$ cat src/rtl/softmax_row_max_sub_if.sv
// softmax_row_max_sub_if: score input stream and max-subtracted output stream with boundary flags
interface softmax_row_max_sub_if #(parameter int DATA_WIDTH = 8);
  logic                         in_valid;
  logic                         in_ready;
  logic signed [DATA_WIDTH-1:0] in_data;
  logic                         out_valid;
  logic                         out_ready;
  logic signed [DATA_WIDTH:0]   out_data;
  logic signed [DATA_WIDTH-1:0] out_row_max;
  logic                         out_last;
  logic                         out_mat_last;
  logic                         out_frame_last;
  modport slave (
    input  in_valid, in_data, out_ready,
    output in_ready, out_valid, out_data, out_row_max, out_last, out_mat_last, out_frame_last
  );
  modport master (
    output in_valid, in_data, out_ready,
    input  in_ready, out_valid, out_data, out_row_max, out_last, out_mat_last, out_frame_last
  );
endinterface

$ cat src/rtl/softmax_row_max_sub.sv
// softmax_row_max_sub: buffers one score row, tracks its max, replays it as x - max with row/matrix/frame flags
module softmax_row_max_sub #(
  parameter int DATA_WIDTH = 8,
  parameter int MATRIX_NUM = 12,
  parameter int ROW_NUM    = 128,
  parameter int ROW_LEN    = 128
) (
  input logic                    clk_p,
  input logic                    rst_n,
  softmax_row_max_sub_if.slave   bus
);
  localparam int CW = $clog2(ROW_LEN);
  localparam int RW = ROW_NUM > 1 ? $clog2(ROW_NUM) : 1;
  localparam int MW = MATRIX_NUM > 1 ? $clog2(MATRIX_NUM) : 1;
  typedef enum logic [1:0] {IDLE, FILL, DRAIN} state_t;
  state_t                       state_q, state_d;
  logic [CW-1:0]                col_q, col_d;
  logic [RW-1:0]                row_q, row_d;
  logic [MW-1:0]                mat_q, mat_d;
  logic signed [DATA_WIDTH-1:0] max_q, max_d;
  logic signed [DATA_WIDTH-1:0] buf_q [ROW_LEN];
  logic signed [DATA_WIDTH-1:0] buf_d [ROW_LEN];
  logic                         col_end, row_end, mat_end, in_hs, out_hs;
  assign col_end = col_q == CW'(ROW_LEN - 1);
  assign row_end = row_q == RW'(ROW_NUM - 1);
  assign mat_end = mat_q == MW'(MATRIX_NUM - 1);
  assign bus.in_ready       = state_q == FILL;
  assign bus.out_valid      = state_q == DRAIN;
  assign in_hs              = bus.in_ready & bus.in_valid;
  assign out_hs             = bus.out_valid & bus.out_ready;
  // both operands sign-extended by one bit so the difference (always <= 0) cannot overflow
  assign bus.out_data       = bus.out_valid ? {buf_q[col_q][DATA_WIDTH-1], buf_q[col_q]} - {max_q[DATA_WIDTH-1], max_q} : '0;
  assign bus.out_row_max    = max_q;
  assign bus.out_last       = bus.out_valid & col_end;
  assign bus.out_mat_last   = bus.out_last & row_end;
  assign bus.out_frame_last = bus.out_mat_last & mat_end;
  // next state: fill the row while tracking its max, then drain it and advance the row/matrix position
  always_comb begin
    state_d = state_q;
    col_d   = col_q;
    row_d   = row_q;
    mat_d   = mat_q;
    max_d   = max_q;
    buf_d   = buf_q;
    if (state_q == IDLE) state_d = FILL;
    if (in_hs) begin
      buf_d[col_q] = bus.in_data;
      max_d        = (col_q == '0 || bus.in_data > max_q) ? bus.in_data : max_q;
      col_d        = col_end ? '0 : col_q + CW'(1);
      state_d      = col_end ? DRAIN : FILL;
    end
    if (out_hs) begin
      col_d   = col_end ? '0 : col_q + CW'(1);
      state_d = col_end ? FILL : DRAIN;
      row_d   = col_end ? (row_end ? '0 : row_q + RW'(1)) : row_q;
      mat_d   = col_end && row_end ? (mat_end ? '0 : mat_q + MW'(1)) : mat_q;
    end
  end
  // state registers; reset discards any partial row and rewinds to matrix 0, row 0
  always_ff @(posedge clk_p or negedge rst_n) begin
    if (!rst_n) begin
      state_q <= IDLE;
      col_q   <= '0;
      row_q   <= '0;
      mat_q   <= '0;
      max_q   <= '0;
      buf_q   <= '{default: '0};
    end else begin
      state_q <= state_d;
      col_q   <= col_d;
      row_q   <= row_d;
      mat_q   <= mat_d;
      max_q   <= max_d;
      buf_q   <= buf_d;
    end
  end
endmodule

$ cat src/flat_wrapper.sv
// flat-port wrapper written by rule: the top's interface ports become plain ports
module softmax_row_max_sub_flat 
#(
  parameter int DATA_WIDTH = 8,
  parameter int MATRIX_NUM = 12,
  parameter int ROW_NUM    = 128,
  parameter int ROW_LEN    = 128
)
  (clk_p, rst_n, bus_in_valid, bus_in_data, bus_out_ready, bus_in_ready, bus_out_valid, bus_out_data, bus_out_row_max, bus_out_last, bus_out_mat_last, bus_out_frame_last);
  softmax_row_max_sub_if #(.DATA_WIDTH(DATA_WIDTH)) bus_i ();
  input logic clk_p;
  input logic rst_n;
  input wire logic [$bits(bus_i.in_valid)-1:0] bus_in_valid;
  input wire logic [$bits(bus_i.in_data)-1:0] bus_in_data;
  input wire logic [$bits(bus_i.out_ready)-1:0] bus_out_ready;
  output wire logic [$bits(bus_i.in_ready)-1:0] bus_in_ready;
  output wire logic [$bits(bus_i.out_valid)-1:0] bus_out_valid;
  output wire logic [$bits(bus_i.out_data)-1:0] bus_out_data;
  output wire logic [$bits(bus_i.out_row_max)-1:0] bus_out_row_max;
  output wire logic [$bits(bus_i.out_last)-1:0] bus_out_last;
  output wire logic [$bits(bus_i.out_mat_last)-1:0] bus_out_mat_last;
  output wire logic [$bits(bus_i.out_frame_last)-1:0] bus_out_frame_last;
  assign bus_i.in_valid = bus_in_valid;
  assign bus_i.in_data = bus_in_data;
  assign bus_i.out_ready = bus_out_ready;
  assign bus_in_ready = bus_i.in_ready;
  assign bus_out_valid = bus_i.out_valid;
  assign bus_out_data = bus_i.out_data;
  assign bus_out_row_max = bus_i.out_row_max;
  assign bus_out_last = bus_i.out_last;
  assign bus_out_mat_last = bus_i.out_mat_last;
  assign bus_out_frame_last = bus_i.out_frame_last;
  softmax_row_max_sub #(.DATA_WIDTH(DATA_WIDTH), .MATRIX_NUM(MATRIX_NUM), .ROW_NUM(ROW_NUM), .ROW_LEN(ROW_LEN)) u_core (.clk_p(clk_p), .rst_n(rst_n), .bus(bus_i));
endmodule
$ cat config.mk
export PLATFORM = sky130hd
export DESIGN_NAME = softmax_row_max_sub_flat
export DESIGN_NICKNAME = d
export VERILOG_FILES = /design/src/rtl/softmax_row_max_sub_if.sv /design/src/rtl/softmax_row_max_sub.sv /design/src/flat_wrapper.sv
export SDC_FILE = /design/constraint.sdc
export NUM_CORES = 2
export LEC_CHECK = 0
export CELL_PAD_IN_SITES_DETAIL_PLACEMENT = 1
export CELL_PAD_IN_SITES_GLOBAL_PLACEMENT = 1
export CORE_ASPECT_RATIO = 0.9
export CORE_MARGIN = 2
export CORE_UTILIZATION = 48
export CTS_BUF_LIST = sky130_fd_sc_hd__clkbuf_8
export CTS_CLUSTER_DIAMETER = 100
export DETAILED_ROUTE_END_ITERATION = 16
export PLACE_DENSITY = 0.79
export REMOVE_ABC_BUFFERS = 1
export SYNTH_ARGS = -nofsm -noshare
export SYNTH_HDL_FRONTEND = slang
export SYNTH_SLANG_ARGS = --single-unit
export TNS_END_PERCENT = 1
$ cat constraint.sdc
create_clock -name clk_p -period 7.8 [get_ports clk_p]
set_clock_uncertainty 0.2 [all_clocks]
set_input_delay 2.34 -clock clk_p [delete_from_list [all_inputs] [get_ports clk_p]]
set_output_delay 2.34 -clock clk_p [all_outputs]
set_load 0.005 [all_outputs]
-- Word level (Yosys, flattened, before mapping)
Cells that the tools add are included.
- register bits after elaboration: 1052
- input port bits: 12
- output and inout port bits: 22
- word-level logic and storage cells: 178
- add/subtract/negate cells: 4
- magnitude comparators: 3
- equal/unequal tests: 5
- multiplexer cells: 17
- bitwise operators: 6
- reduce and logical (&&, ||, !) cells: 10
- operator list (cell ; number):
    bitwise mux 1024 bit ; 1
    binary-select mux 8 bit (select 7 bit) ; 1
    demux 8 bit (select 7 bit) ; 1
    2-to-1 mux 7 bit ; 4
    2-to-1 mux 8 bit ; 3
    adder 7 x 1 -> 7 bit (second input constant) ; 2
    == test 7 bit (second input constant) ; 2
    2-to-1 mux 2 bit ; 5
    2-to-1 mux 9 bit ; 1
    subtractor 8 x 8 -> 9 bit ; 1
    >= comparator 8 bit (second input constant) ; 1
    greater-than comparator 8 bit ; 1
    less-than comparator 8 x 1 -> 1 bit (second input constant) ; 1
    NOT 7 -> 8 bit ; 1
    zero test 7 bit ; 1
    AND reduction 2 bit ; 3
    bitwise AND 1 bit ; 5
    adder 4 x 1 -> 4 bit (second input constant) ; 1
    == test 4 bit (second input constant) ; 1
    2-to-1 mux 4 bit ; 1
    nonzero test 3 bit ; 1
    == test 2 x 1 -> 1 bit (second input constant) ; 1
    == test 2 bit (second input constant) ; 1
    logical AND 1 bit ; 2
    other kinds (3) ; 3

-- Longest topological paths before layout
- depth after elaboration: 6
- depth in mapped cells: 21
- depth with buffers taken out: 17

-- Least setup slack after synthesis
OpenSTA, ideal clock, no wires.
- path kind: flip-flop to output port
- from: register u_core.col_q[1]
- to: output port bus_out_data[8]
- data arrival time: 3.496 ns
- required time: 5.260 ns
- path slack: 1.764 ns
- cell stages (with the launch flop): 18
- buffers on the path: 2
- cell sequence: dfrtp_1 buf_6 buf_6 mux4_2 a2111oi_0 a211oi_1 a21oi_1 a21boi_1 ha_1 inv_1 fa_1 nand2_1 nand2_1 a21o_1 a21o_1 a21oi_1 o211ai_1 a21oi_1
- word-level cells in the longest chain between the ends: 6
- ends and longest elaborated chain (what ; RTL line ; source):
    start, declared ; softmax_row_max_sub.sv:17 ; logic [CW-1:0] col_q, col_d;
    start signal, assigned ; softmax_row_max_sub.sv:70 ; col_q <= col_d;
    NOT 7 -> 8 bit (implied by the code) ; softmax_row_max_sub.sv:32 ; assign bus.out_data = bus.out_valid ? {buf_q[col_q][DATA_WIDTH-1], buf_q[col_q]} - {max_q[DATA_WIDTH-1], max_q ...
    binary-select mux 8 bit (select 7 bit) ; softmax_row_max_sub.sv:32 ;
    2-to-1 mux 8 bit (implied by the code) (2 in series) ; softmax_row_max_sub.sv:32 ;
    subtractor 8 x 8 -> 9 bit ; softmax_row_max_sub.sv:32 ;
    2-to-1 mux 9 bit ; softmax_row_max_sub.sv:32 ;
    end, declared ; flat_wrapper.sv:18 ; output wire logic [$bits(bus_i.out_data)-1:0] bus_out_data;
No other way between the ends. The select of a mux whose other input is x is not followed.

-- Final worst setup path
Ends and elaborated chain as after synthesis.

==> reports/qor.yml <==
worst_setup_path:
  endpoint_kind: "output port"
  start_kind: "register"
  cp_data_arrival_time_ns: 5.40
  worstSetupPathType: "reg2out"
  path_max_fanout: 15
  worstPathRequired_ns: 5.26
logic_synthesis:
  synthTopCellsByCount: "mux2_2 (1065), dfrtp_1 (1052), nand2_1 (165)"
  synth-edff-count: 0
  synth_top_area_cell: "dfrtp_1"
  synth_cell_types: 79
  async_reset_ff_share_pct: 100
  ys.warnings.count: 0
  avgSynthCellArea_um2: 13.7
  netlist_instances: 3622
  ys_ff_latch: 1052
  ys.flop_type: "dfrtp_1"
  synth_most_common_cell: "mux2_2"
  syn_area_mm2: 0.0495
  synth_area_leaders: "dfrtp_1 (53%), mux2_2 (24%), mux4_2 (3.7%)"
  seq_area_frac_synth_pct: 53.2
  netlist.area_leader.share_pct: 53.2
layout:
  multi_input_area_mm2: 0.0220
  seq_area_mm2: 0.0263
  finalNetCount: 3807
  area.growth.synth_to_final_pct: 13.2
  num-fill-cells: 9929
  layout-drive-gt1-share_pct: 46.6
hold_path:
  hold_class: "reg2reg"
grt:
  grt_antenna_before_repair: 5
  grt_max_degree: 165
  grt_remaining_overflow: 0
  grt_usage_pct: 33.1
  grt_pass1_vias: 36800
  grt_pass1_wl_um: 258000
timing:
  max-slew-margin-rel_pct: 18.2
  worstMarginPinSlew_ns: 1.23
  layout_min_cycle_time_ns: 7.94
  final_max_slew_viol_count: 0
  finalCritPeriodShare_pct: 102
  hold_viol_final: 0
  rsz0062_at_grt: "yes"
  max_freq_mhz: 126
  worst_slack_ns: -0.142
  whs_ns: 0.287
  setup_violations: 2
floorplan:
  die_h_um: 309
  ioPinCount: 34
  die-area_mm2: 0.106
  die_w_um: 342
  core_mm2: 0.102
  rows: 111
  start_util_pct: 48.5
clocking:
  cts_buffer_depth: 3
  cts-root-buf: "clkbuf_8"
  htree_levels: 4
  clock_latency_ns: 0.91
  cts_tree: "yes"
  postCtsHoldBufs: 0
  numCtsBuffers: 168
  cts_num_sinks: 1052
  clk_pin_slew_worst_paths_ns: 0.06
detailed_routing:
  dr.first_iter.drc_count: 4249
  drc: 0
  route.final.wire_length_um: 173000
  vias_per_cell: 6.66
  drt-wirelength-per-cell_um: 33.0
  final_antenna_net_count: 0
  firstDrtPassIters: 9
  vias: 35000
power:
  total_leakage_power_nw: 26.4
  total_power_mw: 19.8
  vdd_drop_max_v: 0.000215
  p_per_area_mw_per_mm2: 354
place:
  place_ws_ns: 0.0728
  place_congestion: 0.986
  port_buffers: 33
  hpwl_um: 112000
run_status:
  run_status: "finished, violations left"
  violations: "setup timing"
flow_run:
  drv_cap: 0
[power breakdown]
part | switching (mW) | leakage, nW | internal, mW
Sequential | 0.712 | 14.4 | 6.57
Combinational | 4.64 | 10.1 | 3.15
Clock | 2.35 | 1.94 | 2.42
Total | 7.70 | 26.4 | 12.1
[kinds of logic after synthesis]
kind of cell,share of synthesized area [%]
compound gates,7.75
xor+xnor,0.213
fa+ha+maj,0.546
buf+inv,2.93
flops,53.2
mux,30.0
simple gates,5.32
[final cells by class]
| type | count | area share [%] |
|---|---|---|
| timing repair buffer | 252 | 4.56 |
| clock buffer | 198 | 4.87 |
| sequential | 1052 | 47.1 |
| antenna | 1 | 0.00447 |
| inverter | 19 | 0.132 |
| clock inverter | 96 | 1.03 |
| multi-input combinational | 2281 | 39.3 |
| tap | 1356 | 3.03 |
[critical path, cell delays in order, from the launching register on]
cell,delay [ns]
dfrtp_4,0.52
buf_4,0.17
buf_12,0.12
buf_6,0.14
buf_12,0.17
buf_12,0.16
mux4_2,0.55
a22o_1,0.23
o21ai_2,0.19
buf_4,0.16
nand4_1,0.38
nor3_2,0.36
o211ai_1,0.33
ha_1,0.44
buf_4,0.15
nand2b_1,0.14
a21oi_1,0.13
buf_2,0.13
[sequential cells by signal (all words and copies together), names as in the netlist]
| signal | count |
|---|---|
| u_core.state_q | 2 |
| u_core.row_q | 7 |
| u_core.buf_q | 1024 |
| u_core.col_q | 7 |
| u_core.mat_q | 4 |
| u_core.bus.out_row_max | 8 |
[metrics by stage]
step	cells	TNS, ns	area, um2	utilization, %
CTS	5243	-0.307	55700	54.6
finish	5255	-0.173	56000	54.9
global placement	4924	0	51900	50.9
global route	5255	-0.381	56000	54.9
detailed placement	4924	0	51900	50.9
floorplan	3352	-943.14	48100	-
[worst paths after layout]
check | slack (ns) | startpoint | end | depth (start not counted)
worst max-delay path | -0.14 | u_core.col_q[1] | bus_out_data[8] | 17
worst min-delay path | 0.29 | u_core.buf_q[472] | u_core.buf_q[472] | 2
worst max register to register | 3.73 | u_core.state_q[1] | u_core.buf_q[406] | 6
worst min register to register | 0.29 | u_core.buf_q[472] | u_core.buf_q[472] | 2
max in group asynchronous | 4.59 | rst_n | u_core.buf_q[933] | 2
min in group asynchronous | 1.32 | rst_n | u_core.buf_q[603] | 1
[repair_timing]
item                                    4_1_cts  5_1_grt
gates cloned                                  2        0
gates resized for setup                      55       47
pin swaps                                    10       17
endpoints found under the setup margin        8        6
buffers inserted                             23       11
[cell usage in the layout (no fill, tap or decap), types with 10 or more instances in the layout]
cell and instances:
nand2_1 165, a22oi_1 56, o22ai_1 25, o211ai_1 11, ha_1 17, nand3_1 17
o221ai_1 12, clkbuf_8 198, mux2_2 1065, a22o_1 14, inv_1 78, nand2_2 40
o21ai_0 114, mux2_1 20, nor2_1 84, clkdlybuf4s50_1 19, mux2i_1 74, clkinv_2 16
buf_6 10, a221oi_1 129, mux4_2 81, a221o_1 14, buf_4 173, buf_12 38
dfrtp_1 1047, a21oi_1 59, nor2_4 52, nor2_2 35
[layer usage]
metal	vias up	part of all wire (%)	track usage, %
li1	13800	-	-
met1	18700	41	45.3
met2	1955	43	47.8
met3	535	11	10.6
met4	4	4.7	15.4
met5	-	0.078	0.815
(Power assumes the default switching activity.)
